<file path="src/rtl/genesis_pad_reader.sv">
// Sega Genesis / Mega Drive DB9 pad reader: drives select, runs the 6-button
// scan once per poll frame, debounces across two frames and emits press pulses.
module genesis_pad_reader #(
  parameter int unsigned PHASE_CYCLES = 500,
  parameter int unsigned FRAME_CYCLES = 833333
) (
  input  logic        clock_50,
  input  logic        reset_key,
  input  logic        pad_up_n,
  input  logic        pad_down_n,
  input  logic        pad_left_n,
  input  logic        pad_right_n,
  input  logic        pad_ab_n,
  input  logic        pad_cs_n,
  output logic        pad_select,
  output logic [11:0] control_inputs,
  output logic [11:0] buttons_held,
  output logic        pad_connected,
  output logic        six_button
);

  localparam int unsigned PW = (PHASE_CYCLES > 1) ? $clog2(PHASE_CYCLES) : 1;
  localparam int unsigned FW = (FRAME_CYCLES > 1) ? $clog2(FRAME_CYCLES) : 1;
  localparam logic [PW-1:0] PHASE_LAST = PW'(PHASE_CYCLES - 1);
  localparam logic [FW-1:0] FRAME_LAST = FW'(FRAME_CYCLES - 1);

  typedef enum logic [3:0] {
    ST_IDLE,
    ST_PH0,
    ST_PH1,
    ST_PH2,
    ST_PH3,
    ST_PH4,
    ST_PH5,
    ST_PH6,
    ST_PH7
  } state_e;

  state_e        state_q, state_d;
  logic [PW-1:0] phase_cnt_q, phase_cnt_d;
  logic [FW-1:0] frame_cnt_q, frame_cnt_d;
  logic [5:0]    sync1_q, sync2_q;
  logic [5:0]    pin_low;
  logic          frame_tick;
  logic          phase_done;

  logic          smp_ph0, smp_ph1, smp_ph5, smp_ph6, commit;

  logic [11:0]   raw_q, raw_d;
  logic [11:0]   prev_raw_q, prev_raw_d;
  logic [11:0]   held_q, held_d;
  logic [11:0]   pulse_q, pulse_d;
  logic [11:0]   frame_raw;
  logic          present_q, present_d;
  logic          six_raw_q, six_raw_d;
  logic          connected_q, connected_d;
  logic          six_button_q, six_button_d;

  // Pin order: [0] up, [1] down, [2] left, [3] right, [4] A/B, [5] Start/C.
  always_ff @(posedge clock_50 or negedge reset_key) begin
    if (!reset_key) begin
      sync1_q <= '1;
      sync2_q <= '1;
    end else begin
      sync1_q <= {pad_cs_n, pad_ab_n, pad_right_n, pad_left_n, pad_down_n, pad_up_n};
      sync2_q <= sync1_q;
    end
  end

  assign pin_low = ~sync2_q;

  assign frame_tick = (frame_cnt_q == FRAME_LAST);
  assign phase_done = (phase_cnt_q == PHASE_LAST);

  always_comb begin
    frame_cnt_d = frame_tick ? '0 : frame_cnt_q + 1'b1;
    if (state_q == ST_IDLE) begin
      phase_cnt_d = '0;
    end else begin
      phase_cnt_d = phase_done ? '0 : phase_cnt_q + 1'b1;
    end
  end

  always_ff @(posedge clock_50 or negedge reset_key) begin
    if (!reset_key) begin
      frame_cnt_q <= '0;
      phase_cnt_q <= '0;
    end else begin
      frame_cnt_q <= frame_cnt_d;
      phase_cnt_q <= phase_cnt_d;
    end
  end

  always_ff @(posedge clock_50 or negedge reset_key) begin
    if (!reset_key) begin
      state_q <= ST_IDLE;
    end else begin
      state_q <= state_d;
    end
  end

  // Ticks arriving mid-scan are simply ignored; the frame counter keeps running.
  always_comb begin
    state_d = state_q;
    case (state_q)
      ST_IDLE: if (frame_tick) state_d = ST_PH0;
      ST_PH0:  if (phase_done) state_d = ST_PH1;
      ST_PH1:  if (phase_done) state_d = ST_PH2;
      ST_PH2:  if (phase_done) state_d = ST_PH3;
      ST_PH3:  if (phase_done) state_d = ST_PH4;
      ST_PH4:  if (phase_done) state_d = ST_PH5;
      ST_PH5:  if (phase_done) state_d = ST_PH6;
      ST_PH6:  if (phase_done) state_d = ST_PH7;
      ST_PH7:  if (phase_done) state_d = ST_IDLE;
      default: state_d = ST_IDLE;
    endcase
  end

  always_comb begin
    pad_select = 1'b1;
    smp_ph0    = 1'b0;
    smp_ph1    = 1'b0;
    smp_ph5    = 1'b0;
    smp_ph6    = 1'b0;
    commit     = 1'b0;
    case (state_q)
      ST_PH0: smp_ph0 = phase_done;
      ST_PH1: begin
        pad_select = 1'b0;
        smp_ph1    = phase_done;
      end
      ST_PH3: pad_select = 1'b0;
      ST_PH5: begin
        pad_select = 1'b0;
        smp_ph5    = phase_done;
      end
      ST_PH6: smp_ph6 = phase_done;
      ST_PH7: begin
        pad_select = 1'b0;
        commit     = phase_done;
      end
      default: pad_select = 1'b1;
    endcase
  end

  always_comb begin
    raw_d        = raw_q;
    prev_raw_d   = prev_raw_q;
    held_d       = held_q;
    pulse_d      = '0;
    present_d    = present_q;
    six_raw_d    = six_raw_q;
    connected_d  = connected_q;
    six_button_d = six_button_q;
    frame_raw    = present_q ? raw_q : '0;

    if (smp_ph0) begin
      raw_d[0] = pin_low[0];
      raw_d[1] = pin_low[1];
      raw_d[2] = pin_low[2];
      raw_d[3] = pin_low[3];
      raw_d[5] = pin_low[4];
      raw_d[6] = pin_low[5];
    end
    if (smp_ph1) begin
      raw_d[4]  = pin_low[4];
      raw_d[10] = pin_low[5];
      present_d = pin_low[2] & pin_low[3];
    end
    if (smp_ph5) begin
      six_raw_d = &pin_low[3:0];
    end
    // A 3-button pad shows the d-pad again here, so extra buttons are masked.
    if (smp_ph6) begin
      raw_d[9]  = six_raw_q & pin_low[0];
      raw_d[8]  = six_raw_q & pin_low[1];
      raw_d[7]  = six_raw_q & pin_low[2];
      raw_d[11] = six_raw_q & pin_low[3];
    end
    if (commit) begin
      connected_d  = present_q;
      six_button_d = six_raw_q;
      prev_raw_d   = frame_raw;
      if (frame_raw == prev_raw_q) begin
        held_d = frame_raw;
      end
      pulse_d = held_d & ~held_q;
    end
  end

  always_ff @(posedge clock_50 or negedge reset_key) begin
    if (!reset_key) begin
      raw_q        <= '0;
      prev_raw_q   <= '0;
      held_q       <= '0;
      pulse_q      <= '0;
      present_q    <= 1'b0;
      six_raw_q    <= 1'b0;
      connected_q  <= 1'b0;
      six_button_q <= 1'b0;
    end else begin
      raw_q        <= raw_d;
      prev_raw_q   <= prev_raw_d;
      held_q       <= held_d;
      pulse_q      <= pulse_d;
      present_q    <= present_d;
      six_raw_q    <= six_raw_d;
      connected_q  <= connected_d;
      six_button_q <= six_button_d;
    end
  end

  assign control_inputs = pulse_q;
  assign buttons_held   = held_q;
  assign pad_connected  = connected_q;
  assign six_button     = six_button_q;

endmodule

</file>
<file path="config.mk">
export PLATFORM = sky130hd
export DESIGN_NAME = genesis_pad_reader
export DESIGN_NICKNAME = d
export VERILOG_FILES = /design/src/rtl/genesis_pad_reader.sv
export SDC_FILE = /design/constraint.sdc
export NUM_CORES = 1
export LEC_CHECK = 0
export BUFFER_PORTS_ARGS = -buffer_cell sky130_fd_sc_hd__buf_2
export CAP_MARGIN = 20
export CORE_MARGIN = 4
export CORE_UTILIZATION = 59
export CTS_CLUSTER_SIZE = 28
export DETAILED_ROUTE_END_ITERATION = 12
export GPL_TIMING_DRIVEN = 0
export HOLD_SLACK_MARGIN = 0.1
export PLACE_DENSITY_LB_ADDON = 0.1
export SYNTH_ARGS = -nofsm -noshare
export SYNTH_HDL_FRONTEND = slang
export SYNTH_SLANG_ARGS = --single-unit
</file>
<file path="constraint.sdc">
create_clock -name clock_50 -period 2.6 [get_ports clock_50]
set_input_delay 0.13 -clock clock_50 [delete_from_list [all_inputs] [get_ports clock_50]]
set_output_delay 0.13 -clock clock_50 [all_outputs]
set_load 0.02 [all_outputs]
</file>
==> impl_metrics.yaml, run 1 <==
timing:
  clock_skew_ns: 0.00998
  min_cycle_time_layout_ns: 2.41
  period_share_pct: 92.6
  totalNegativeSetupSlack_ns: 0
  slew_of_the_pin_with_the_lowest_slew_margin_ns: 0.952
  rsz0062_at_grt: "no"
  maxSlewHeadroom_pct: 35.9
  finalSetupViolations: 0
  finalHoldViolCount: 0
  slew_viol_final: 0
  achievable-frequency_mhz: 415
floorplanning:
  core_um2: 6870
  rows: 30
  floorplan.initialDensity_pct: 61.6
  floorplan.io_pins: 35
  die_w_um: 92.7
  die-height_um: 92.7
  die_area_um2: 8600
clocking:
  worst_skew_pair.late_latency_ns: 0.37
  cts.repair.resized: 0
  clk_transition_reported_paths_ns: 0.09
  count_of_hold_buffers_inserted_by_post_cts_repair: 7
  cts_made_buffers: 9
  tritoncts: "yes"
  root_buffer: "clkbuf_8"
  post_cts_setup_inserts: 0
  clock_tree.buffer_depth: 2
  numClockSinks: 97
  htree_num_levels: 3
grt:
  globalRoute.totalOverflow: 0
  grt_pass1_wl_mm: 12.5
  grt_pass1_vias: 2735
  grt_start_max_net_pins: 66
  grt_util_all_layers_pct: 18.4
  grt_antenna_before_repair: 0
final_layout:
  num-nets-final: 452
  final_layout_size_suffix_gt1_share_pct: 19.5
  antenna_cells: 0
  fin_util_pct: 70.1
  area_overhead_of_the_layout_relative_to_synthesis_pct: 13.7
logic_synthesis:
  post_synth_mux_area_share_pct: 3.63
  yosysTopAreaCell: "dfrtp_1"
  synth.most_common_cell: "dfrtp_1"
  biggest_area_contributors_in_the_synthesized_netlist: "dfrtp_1 50%, dfstp_2 7.4%, xnor2_1 4.1%, nand2_1 3.9%, nor2_1 3.3%"
  synth_sequential_area_ratio_pct: 57.7
  synth.lib_cells_used.distinct: 42
  post_synth_and_or_nand_nor_area_fraction_pct: 20.9
  number_of_flops_mapped_to_enable_cells_by_yosys: 0
  netlist_top_cells_count: "85 x dfrtp_1, 44 x nand2_1, 37 x nor2_1, 27 x o21ai_0, 21 x inv_1"
  postSynth.topFlopCell: "dfrtp_1"
  syn_inst: 388
  yosys.area_share.xor_xnor_pct: 6.83
  synth_seq_cells: 97
  share_of_yosys_cell_area_claimed_by_the_top_area_cell_type_pct: 50.2
  synth_compound_gate_area_share_pct: 6.35
  synthArstFlopShare_pct: 100
  synth_area_um2: 4230
  syn_avg_cell_area_um2: 10.9
  yosysWarningCount: 0
  synth_top_family_by_area: "simple AND/OR/NAND/NOR gates"
  synth.net_count: 399
  yosys.area_share.adder_pct: 0.887
drt:
  detail_route.iter0.violations: 150
  avgRoutedWirePerCell_um: 14.0
  totalWireLength_mm: 7.58
  drcViolationCount: 0
  detailedRoute.firstPassIterationCount: 5
  vias_per_cell: 5.36
  dr_total_vias: 2907
  postRouteAntennaNets: 0
outcome:
  status: "complete, no violations"
pwr:
  vdd_drop_max_uv: 313
  static-leakage-power_nw: 2.10
  power_density_nw_per_um2: 525
run:
  cap_viol_max_count: 0
critical_path:
  worst_setup_path_end_kind: "register"
  timing.critical_path.from_type: "register"
  worstPathArrival_ns: 2.69
  path_max_fanout: 10
  worst_path_required_ns: 2.88
  timing_worst_setup_path_type: "register to register"
placed_design:
  io_buffer_count: 34
  routabilityCongestion: 0.838
  dpl.hpwl_mm: 5.27
worst_hold_path:
  min-delay-path-class: "input pin to asynchronous set/reset pin"
## sequential cells by signal, summed over array words and instances, names as in the netlist, 4 cells and up
| name | flops |
|---|---|
| frame_cnt_q | 20 |
| buttons_held | 12 |
| raw_q | 12 |
| sync2_q | 6 |
| state_q | 4 |
| sync1_q | 6 |
| phase_cnt_q | 9 |
| control_inputs | 12 |
| prev_raw_q | 12 |
## routing by layer
layer	wire [um]	global-route usage (%)	vias to the layer above
li1	-	-	1432
met1	3490	23.2	1412
met2	3670	30.6	47
met3	268	3.17	16
met4	153	9.28	0
met5	0	0	-
## through the flow
step,instance area (um2),total power (W),setup slack [ns],instances,hold WS [ns]
2_1_floorplan,4230,0.00156,0.493,388,-0.166
3_3_place_gp,4520,0.00159,0.270,518,0.234
3_5_place_dp,4550,0.00160,0.234,519,0.103
4_1_cts,4810,0.00255,0.192,542,0.252
5_1_grt,4810,0.00262,0.0735,542,0.269
6_report,4810,0.00253,0.192,542,0.239
## final cells by class
type / count / area [um2]
repair buffers: 42 / 270
clock buffers: 11 / 131
flip-flops and latches: 97 / 2440
inverters: 21 / 78.8
multi-input cells: 255 / 1630
plain buffers: 15 / 80.1
well taps: 96 / 120
fillers: 526 / 2060
clock inverters: 5 / 56.3
## report_power, final
group / total (W) / internal (W) / switching [W]
logic: 0.0000467 / 0.0000163 / 0.0000304
clock network: 0.000951 / 0.000444 / 0.000507
registers: 0.00153 / 0.00152 / 0.00000527
total: 0.00253 / 0.00198 / 0.000542
## worst max-delay path, stage by stage, from the launching register on
cell	delay (ns)
dfrtp_1	0.48
nor4b_4	0.35
nand4bb_1	0.14
buf_2	0.21
o21bai_4	0.21
nor4_4	0.42
buf_4	0.29
mux2i_1	0.23
## worst paths after layout
| path | start | endpoint | slack (ns) | depth (start not counted) |
|---|---|---|---|---|
| max in group asynchronous | reset_key | sync2_q[3]$_DFF_PN1_ | 1.66 | 3 |
| min in group clock_50 | sync1_q[5]$_DFF_PN1_ | sync2_q[5]$_DFF_PN1_ | 0.36 | 0 |
| worst max-delay path | state_q[0]$_DFFE_PN0P_ | buttons_held[9]$_DFFE_PN0P_ | 0.19 | 7 |
| worst min register to register | sync1_q[5]$_DFF_PN1_ | sync2_q[5]$_DFF_PN1_ | 0.36 | 0 |
| worst min-delay path | reset_key | buttons_held[6]$_DFFE_PN0P_ | 0.24 | 2 |
| worst max register to register | state_q[0]$_DFFE_PN0P_ | buttons_held[9]$_DFFE_PN0P_ | 0.19 | 7 |
## cell usage in the layout (no fill, tap or decap), drive strengths merged, types with 4 or more instances in the layout
cell type | Yosys | layout
dfrtp | 85 | 85
o21a | 5 | 5
nand4 | 10 | 10
nand3b | 4 | 4
inv | 21 | 21
xor2 | 13 | 13
nand3 | 15 | 15
mux2i | 12 | 12
nor3 | 19 | 19
o22ai | 5 | 5
nor4 | 9 | 9
nand2 | 44 | 44
nor2 | 37 | 37
o21ai | 27 | 27
dlygate4sd3 | 0 | 7
clkbuf | 8 | 19
buf | 7 | 42
xnor2 | 20 | 20
nand4b | 7 | 7
dfstp | 12 | 12
## cell families (layout without fill, tap and decap cells)
group                      after synthesis  after routing
and+or+nand+nor                        160            160
AOI/OAI and AO/OA                       44             44
adders and majority gates                3              3
muxes                                   15             15
DFF                                     97             97
xor gates and xnor gates                33             33
buffers and inverters                   36             94
(Power assumes the default switching activity.)
==> inputs of run 2 (changes only) <==
CORE_ASPECT_RATIO = 1.4   (was default)
==> run 2 against run 1 <==
Cell area up 0.21%; combinational power about the same; non-clock buffer count unchanged; register-to-register slack better by 0.08 ns; via count up 1.3%; worst setup slack better by 0.082 ns; cell count down 0.18%; global-route usage up 1.8 points; core utilization down 0.99 points; first-iteration DRC count down 8.7%; sequential share of layout area down 0.11 points.
==> impl_metrics.yaml, run 2 (synthesis gave the netlist of run 1 again) <==
floorplanning:
  die-height_um: 108
  die_w_um: 79.6
  floorplan.initialDensity_pct: 60.6
  die_area_um2: 8610
  floorplan.io_pins: 35
  core_um2: 6980
  rows: 36
critical_path:
  critical_path.cell_chain: "buf_6 -> nor4b_4 -> nand4bb_1 -> buf_2 -> o21bai_4 -> or4_4 -> buf_6 -> nor3_2"
  timing_worst_setup_path_type: "register to register"
  path_max_fanout: 10
  timing.critical_path.from_type: "register"
  worstPathArrival_ns: 2.62
  worst_setup_path_end_kind: "register"
  crit_family: "simple AND/OR/NAND/NOR gates"
  timing.rr.end: "control_inputs[7]$_DFF_PN0_"
  delay_of_the_slowest_critical_path_stage_ns: 0.56
  cp_common_cell: "buf_6"
  crit_path_top_delay_cell: "or4_4"
  critical_path_buf_inv_count: 3
  rr_worst_depth: 8
  worstReg2RegStart: "state_q[1]$_DFFE_PN0P_"
  worst_path_required_ns: 2.89
  worst-r2r-setup-slack_ns: 0.27
placed_design:
  routabilityCongestion: 0.837
  placement.setup.worst_slack_ns: 0.254
  io_buffer_count: 34
  dpl.hpwl_mm: 5.52
drt:
  drcViolationCount: 0
  vias_per_cell: 5.44
  dr_total_vias: 2945
  avgRoutedWirePerCell_um: 14.4
  detailedRoute.firstPassIterationCount: 6
  detail_route.iter0.violations: 137
  postRouteAntennaNets: 0
  totalWireLength_mm: 7.78
timing:
  min_cycle_time_layout_ns: 2.33
  achievable-frequency_mhz: 430
  hold_ws_ns: 0.316
  finalSetupViolations: 0
  rsz0062_at_grt: "no"
  setup_slack_ns: 0.274
  period_share_pct: 89.4
  maxSlewHeadroom_pct: 37.7
  slew_of_the_pin_with_the_lowest_slew_margin_ns: 0.925
  finalHoldViolCount: 0
  slew_viol_final: 0
  clock_skew_ns: 0.0120
  totalNegativeSetupSlack_ns: 0
clocking:
  clock_tree.buffer_depth: 2
  htree_num_levels: 3
  worst_skew_pair.late_latency_ns: 0.37
  count_of_hold_buffers_inserted_by_post_cts_repair: 7
  tritoncts: "yes"
  clk_transition_reported_paths_ns: 0.09
  root_buffer: "clkbuf_8"
  numClockSinks: 97
  cts.repair.resized: 0
  post_cts_setup_inserts: 0
  cts_made_buffers: 9
final_layout:
  area_overhead_of_the_layout_relative_to_synthesis_pct: 13.9
  num-nets-final: 452
  register_bank_with_the_most_flops: "frame_cnt_q"
  largest_register_ffs: 20
  most_common_library_cell_in_the_layout_ignoring_fill_and_taps: "dfrtp_1"
  final_cell_mix: "85 x dfrtp_1, 44 x nand2_1, 37 x buf_2, 37 x nor2_1, 27 x o21ai_0"
  fillers: 552
  antenna_cells: 0
  ff_latch_area_um2: 2440
  multi_input_comb_area_um2: 1630
  final_layout_size_suffix_gt1_share_pct: 19.5
pwr:
  vdd_drop_max_uv: 450
  static-leakage-power_nw: 2.11
  power_density_nw_per_um2: 532
grt:
  grt_pass1_vias: 3003
  grt_antenna_before_repair: 0
  grt_util_all_layers_pct: 20.2
  grt_start_max_net_pins: 56
  globalRoute.totalOverflow: 0
  grt_pass1_wl_mm: 13.6
run:
  cap_viol_max_count: 0
outcome:
  status: "complete, no violations"
worst_hold_path:
  min-delay-path-class: "input pin to asynchronous set/reset pin"
run 2: cell count changes in the layout (fill, tap and decap cells not counted), sizes merged:
| cell | delta |
|---|---|
| clkinvlp | -1 |
| clkbuf | +2 |
| clkinv | -1 |
run 2: worst max path at each step:
stage	from	end	slack, ns	depth (start not counted)
after floorplan	state_q[1]$_DFFE_PN0P_	control_inputs[10]$_DFF_PN0_	0.49	8
after global placement	frame_cnt_q[17]$_DFF_PN0_	frame_cnt_q[9]$_DFF_PN0_	0.27	5
after detailed placement	state_q[1]$_DFFE_PN0P_	control_inputs[7]$_DFF_PN0_	0.25	8
after CTS	state_q[1]$_DFFE_PN0P_	control_inputs[7]$_DFF_PN0_	0.24	8
after global routing	frame_cnt_q[6]$_DFF_PN0_	frame_cnt_q[10]$_DFF_PN0_	0.09	5
final	state_q[1]$_DFFE_PN0P_	control_inputs[7]$_DFF_PN0_	0.27	8
run 2: worst register-to-register path: stages, from the launching register on:
cell	delay (ns)
dfrtp_1	0.38
buf_6	0.14
nor4b_4	0.27
nand4bb_1	0.14
buf_2	0.20
o21bai_4	0.20
or4_4	0.56
buf_6	0.18
nor3_2	0.18
run 2: stage by stage:
| step | cells | utilization (%) | cell area [um2] | total power, W |
|---|---|---|---|---|
| after global routing | 541 | 69.1 | 4820 | 0.00266 |
| after global placement | 517 | 64.8 | 4520 | 0.00159 |
| after detailed placement | 518 | 65.2 | 4550 | 0.00160 |
| after floorplan | 388 | - | 4230 | 0.00156 |
| after CTS | 541 | 69.1 | 4820 | 0.00259 |
| final | 541 | 69.1 | 4820 | 0.00257 |
run 2: power breakdown:
part	internal [W]	leakage (nW)	total, W	switching [W]
clock network	0.000495	0.103	0.000991	0.000495
registers	0.00152	1.30	0.00153	0.00000516
logic	0.0000162	0.706	0.0000469	0.0000306
total	0.00204	2.11	0.00257	0.000531
run 2: area by class of cell:
cell class	instances	share of cell area (%)
Inverter	21	1.63
Multi-Input combinational cell	255	33.9
Clock buffer	13	3.30
Timing Repair Buffer	42	5.60
Clock inverter	3	0.830
Tap cell	95	2.46
Sequential cell	97	50.6
Buffer	15	1.66
run 2: per-layer routing:
metal  vias to the layer above  routed length [um]  GRT usage, %
li1                       1444                   -             -
met1                      1444                3370          25.0
met2                        42                3980          33.4
met3                        15                 202          3.83
met4                         0                 221          10.9
met5                         -                   0             0
